**src/rtl/uart_tx_core.sv**
```systemverilog
// rtl/uart_tx_core.sv - UART transmitter: start bit, LSB-first payload, configurable stop bits
module uart_tx_core #(
  parameter int CYCLES_PER_BIT = 5000,
  parameter int PAYLOAD_BITS   = 8,
  parameter int STOP_BITS      = 1,
  parameter int COUNT_REG_LEN  = 14
) (
  input  logic                    clk,
  input  logic                    resetn,
  input  logic                    uart_tx_en,
  input  logic [PAYLOAD_BITS-1:0] uart_tx_data,
  output logic                    uart_tx_busy,
  output logic                    uart_tx_done,
  output logic                    uart_txd
);

  typedef enum logic [1:0] {
    IDLE  = 2'd0,
    START = 2'd1,
    SEND  = 2'd2,
    STOP  = 2'd3
  } state_t;

  localparam logic [COUNT_REG_LEN-1:0] LAST_CYC  = COUNT_REG_LEN'(CYCLES_PER_BIT - 1);
  localparam logic [2:0]               LAST_BIT  = 3'(PAYLOAD_BITS - 1);
  localparam logic                     LAST_STOP = 1'(STOP_BITS - 1);

  state_t                    state;
  logic [COUNT_REG_LEN-1:0]  cyc_cnt;
  logic [2:0]                bit_cnt;
  logic                      stop_cnt;
  logic [PAYLOAD_BITS-1:0]   shreg;
  logic                      txd_q;
  logic                      boundary;

  assign boundary     = (cyc_cnt == LAST_CYC);
  assign uart_tx_busy = (state != IDLE);
  assign uart_tx_done = (state == STOP) && boundary && (stop_cnt == LAST_STOP);
  assign uart_txd     = txd_q;

  // txd is registered, so each branch loads the level the line must show in the next state
  always_ff @(posedge clk) begin
    if (!resetn) begin
      state    <= IDLE;
      cyc_cnt  <= '0;
      bit_cnt  <= '0;
      stop_cnt <= 1'b0;
      shreg    <= '0;
      txd_q    <= 1'b1;
    end else begin
      case (state)
        IDLE: begin
          cyc_cnt  <= '0;
          bit_cnt  <= '0;
          stop_cnt <= 1'b0;
          txd_q    <= 1'b1;
          if (uart_tx_en) begin
            shreg <= uart_tx_data;
            txd_q <= 1'b0;
            state <= START;
          end
        end
        START: begin
          if (boundary) begin
            cyc_cnt <= '0;
            txd_q   <= shreg[0];
            state   <= SEND;
          end else begin
            cyc_cnt <= cyc_cnt + 1'b1;
          end
        end
        SEND: begin
          if (boundary) begin
            cyc_cnt <= '0;
            if (bit_cnt == LAST_BIT) begin
              bit_cnt <= '0;
              txd_q   <= 1'b1;
              state   <= STOP;
            end else begin
              bit_cnt <= bit_cnt + 1'b1;
              shreg   <= shreg >> 1;
              txd_q   <= shreg[1];
            end
          end else begin
            cyc_cnt <= cyc_cnt + 1'b1;
          end
        end
        STOP: begin
          txd_q <= 1'b1;
          if (boundary) begin
            cyc_cnt <= '0;
            if (stop_cnt == LAST_STOP) begin
              stop_cnt <= 1'b0;
              state    <= IDLE;
            end else begin
              stop_cnt <= stop_cnt + 1'b1;
            end
          end else begin
            cyc_cnt <= cyc_cnt + 1'b1;
          end
        end
        default: begin
          state <= IDLE;
          txd_q <= 1'b1;
        end
      endcase
    end
  end

endmodule

```
**config.mk**
```make
export PLATFORM = sky130hd
export DESIGN_NAME = uart_tx_core
export DESIGN_NICKNAME = d
export VERILOG_FILES = /design/src/rtl/uart_tx_core.sv
export SDC_FILE = /design/constraint.sdc
export NUM_CORES = 1
export LEC_CHECK = 0
export ABC_AREA = 0
export CAP_MARGIN = 30
export CORE_MARGIN = 2
export CORE_UTILIZATION = 35
export DETAILED_ROUTE_END_ITERATION = 16
export GPL_TIMING_DRIVEN = 1
export HOLD_SLACK_MARGIN = 0.02
export MAX_ROUTING_LAYER = met4
export SLEW_MARGIN = 20
export SYNTH_ARGS = -nofsm -noshare
export SYNTH_HDL_FRONTEND = slang
export SYNTH_SLANG_ARGS = --single-unit
```
**constraint.sdc**
```tcl
create_clock -name clk -period 1.8 [get_ports clk]
set_clock_uncertainty 0.05 [all_clocks]
set_input_delay 0.36 -clock clk [delete_from_list [all_inputs] [get_ports clk]]
set_output_delay 0.36 -clock clk [all_outputs]
set_load 0.02 [all_outputs]
```
==> impl_metrics.tcl <==
set metrics [dict create \
    worstSetupStartpoint "cyc_cnt[1]" \
    status "finished with violations" \
    cts_bufs_inserted 3 \
    placedCellCount 243 \
    sw_frac_of_total_pct 36.57 \
    rr_startpoint "cyc_cnt[1]" \
    gr-usage-all-layers_pct 16.19 \
    clk_pin_slew_worst_paths_ns 0.09 \
    cp_data_required_time_ns 1.39 \
    grt_setup_unrepaired "yes" \
    drc 0 \
    route.detailed.wl_per_inst_um 13.73 \
    worst_ep_arrival_time_ns 1.48 \
    delay_of_the_slowest_critical_path_stage_ns 0.37 \
    drt_iter0_markers 33 \
    insertion_delay_ns 0.28 \
    globalRoute.totalOverflow 0 \
    crit_path_end_kind "primary output" \
    layout_area_growth_over_synthesis_pct 32.82 \
    yosysWarningCount 0 \
    routed-via-count 1280 \
    io_pins 14 \
    fin_nets 218 \
    timing.rr.end "cyc_cnt[0]" \
    final_antenna_net_count 0 \
    power_per_cell_area_mw_per_mm2 1236 \
    worst_case_clock_buffer_depth 2 \
    start_util_pct 36.43 \
    power_report.internal_total_mw 1.529 \
    worst_min_delay_path_startpoint "bit_cnt[1]" \
    path_class "reg -> out" \
    violated_checks "negative setup slack" \
    cts.sinks 28 \
    max_slew.worst_pin.slew_ns 0.3623 \
    critical_path.max_fanout 2 \
    preCtsSetupSlack_ns -0.2952 \
    cp_cell_sequence "ha_4 > and4b_4 > and4_4 > and2_4 > buf_6" \
    layout_min_cycle_time_ns 1.886 \
    first_pass_detailed_route_iteration_total 4 \
    power.ir.vdd_worst_v 0.0007072 \
    grt_first_pass_wirelength_um 5637 \
    comb_power_share_pct 49.0 \
    rr_worst_depth 6 \
    coreArea_mm2 0.004029 \
    slew_viol_final 0 \
    timing.reg2reg.setup_slack_ns 0.07 \
    fin_worst_hold_slack_ns 0.4238 \
    port_buffers 13 \
    static-leakage-power_nw 0.7588 \
    detailed_place_hpwl_um 2531 \
    hold_worst_path_end "bit_cnt[1]" \
    syn-mean-instance-area_um2 9.231 \
    hold_path_depth 2 \
    clock_power_share_pct 16.3 \
    min_path_type "reg -> reg" \
    syn-num-nets 178 \
    timing.final.crit_share_pct 104.8 \
    die-height_um 68.76 \
    final_core_utilization_pct 48.39 \
    critPathLaunchType "flop" \
    syn_inst 159 \
    maximum_number_of_pins_on_one_net_before_global_route_repair 17 \
    initial_antenna_violation_count 0 \
    cts_tree "done" \
    fmaxAchievable_ghz 0.5302 \
    finish.instance_area_mm2 0.001949 \
    yosys.cell_types.count 37 \
    avgViaCountPerCell 5.161 \
    die_area_mm2 0.004727 \
    buffer_cell_driving_the_clock_tree_root "sky130_fd_sc_hd__clkbuf_8" \
    post_synth_instance_area_mm2 0.001468 \
    stdcell_count 248 \
    postSynthRegisterBits 28 \
    power.share.sequential_pct 34.6 \
    setup_violations 1 \
    floorplan.die.width_um 68.76 \
    cts-htree-levels 1 \
    routabilityCongestion 0.8252 \
    share_of_the_yosys_chip_area_belonging_to_registers_pct 38.19 \
    timing.max_cap.violations 0 \
    totalWireLength_um 3405 \
    fraction_of_final_layout_cells_sized_beyond_drive_strength_1_pct 29.29 \
    cts_hold_buf 0 \
    first_global_vias 1239 \
    postLayoutSetupSlackWorst_ns -0.08597 \
    dpl_cell_area_mm2 0.001837 \
    insertedDiodeCount 0 \
    placementRows 23 \
    slew_headroom_pct 75.62 \
    power_switching_mw 0.8814 \
    cp_slowest_cell "sky130_fd_sc_hd__dfxtp_2" \
    final_hold_viol_count 0 \
]
[how the worst max path moves through the flow]
stage / slack, ns / to
2_1_floorplan: 0.05 / uart_tx_done
3_3_place_gp: -0.28 / uart_tx_done
3_5_place_dp: -0.30 / uart_tx_done
4_1_cts: -0.09 / uart_tx_done
5_1_grt: -0.15 / uart_tx_done
6_report: -0.09 / uart_tx_done
[per-stage QoR]
stage / setup TNS (ns) / power (mW)
floorplan: 0 / 1.534
global placement: -0.2787 / 1.896
detailed placement: -0.2999 / 1.938
CTS: -0.1303 / 2.356
global route: -0.1572 / 2.582
finish: -0.08597 / 2.410
[cells in the final DEF, fill, tap and decap left out, drive strengths merged, types with 7 or more instances in the layout]
master         netlist  layout
buf                  4      28
clkdlybuf4s50        0      11
dfxtp               28      28
ha                   8       8
inv                  8       8
mux2i                8       8
nand2               11      11
nand3                8       8
nor2                18      18
nor3                 7       7
o221a                8       8
xnor2               10      10
[critical path: cells and delay by family (launching register included)]
family | cells | cell delay, ns
adder cells (fa/ha/maj) | 1 | 0.14
AND/OR/NAND/NOR | 3 | 0.59
flip-flops | 1 | 0.37
buffers and inverters | 1 | 0.10
[power groups by stage]
stage                     combinational, mW  clock (mW)  sequential [mW]
final                                  1.18       0.393            0.835
after global routing                   1.30       0.435            0.849
after CTS                              1.12       0.401            0.830
after detailed placement               1.10           0            0.837
after global placement                 1.07           0            0.827
after floorplan                       0.704           0            0.830
[registers in the layout, indices dropped and copies added (netlist names)]
| register | cells |
|---|---|
| uart_txd | 1 |
| state | 2 |
| shreg | 8 |
| cyc_cnt | 14 |
| bit_cnt | 3 |
[cell type report]
class,count,area (um^2)
Tap cell,50,62.56
Timing Repair Buffer,40,351.6
Inverter,8,30.03
Fill cell,393,2079
Clock buffer,4,55.05
Multi-Input combinational cell,118,884.6
Sequential cell,28,565.5
[per-layer routing]
layer	share of wire [%]	global-route usage [%]
met3	2.1	2.435
met1	44	18.73
met2	53	28.49
met4	1.1	5.637
met5	0	-
[repair_timing]
action,CTS,global route
setup endpoints to repair,2,25
cloned,0,1
pin swaps,3,3
buffers inserted,1,0
gates resized for setup,15,8
[Yosys cell counts]
master,number,area (um^2)
sky130_fd_sc_hd__buf_2,1,5.000
sky130_fd_sc_hd__nand4_1,4,25.02
sky130_fd_sc_hd__or3_4,1,11.26
sky130_fd_sc_hd__a311oi_1,1,8.760
sky130_fd_sc_hd__and3_1,3,18.77
sky130_fd_sc_hd__a41o_1,1,10.01
sky130_fd_sc_hd__nand3b_1,1,7.510
sky130_fd_sc_hd__a21oi_2,2,17.52
sky130_fd_sc_hd__o311ai_0,1,8.760
sky130_fd_sc_hd__nor2_1,18,67.56
sky130_fd_sc_hd__a22oi_1,1,7.510
sky130_fd_sc_hd__nor4b_2,1,15.01
sky130_fd_sc_hd__o221a_2,8,90.09
sky130_fd_sc_hd__buf_6,2,22.52
sky130_fd_sc_hd__nand2b_1,2,12.51
sky130_fd_sc_hd__a211oi_1,1,7.510
sky130_fd_sc_hd__a32o_1,1,10.01
sky130_fd_sc_hd__nor3_1,7,35.03
sky130_fd_sc_hd__a21o_1,1,7.510
sky130_fd_sc_hd__buf_4,1,7.510
sky130_fd_sc_hd__xor2_1,2,17.52
sky130_fd_sc_hd__and4_4,1,11.26
sky130_fd_sc_hd__a21boi_1,1,7.510
sky130_fd_sc_hd__ha_1,8,100.1
sky130_fd_sc_hd__o21ai_0,2,10.01
sky130_fd_sc_hd__nand3_1,8,40.04
sky130_fd_sc_hd__nor2b_1,3,18.77
sky130_fd_sc_hd__nor4_1,3,18.77
sky130_fd_sc_hd__dfxtp_1,28,560.5
sky130_fd_sc_hd__and2_1,2,12.51
sky130_fd_sc_hd__clkbuf_1,2,7.510
sky130_fd_sc_hd__inv_1,8,30.03
sky130_fd_sc_hd__a21oi_1,3,15.01
sky130_fd_sc_hd__nand2_1,11,41.29
sky130_fd_sc_hd__mux2i_1,8,80.08
sky130_fd_sc_hd__and4b_4,1,13.76
sky130_fd_sc_hd__xnor2_1,10,87.58
[cell families after synthesis]
kind of cell / count (synthesis) / synth area share, %
adders and majority gates: 8 / 6.820
buffers and inverters: 14 / 4.945
DFF: 28 / 38.19
AOI/OAI and AO/OA: 23 / 13.64
xor gates and xnor gates: 12 / 7.161
muxes: 8 / 5.456
and+or+nand+nor: 66 / 23.78
(Power assumes the default switching activity.)
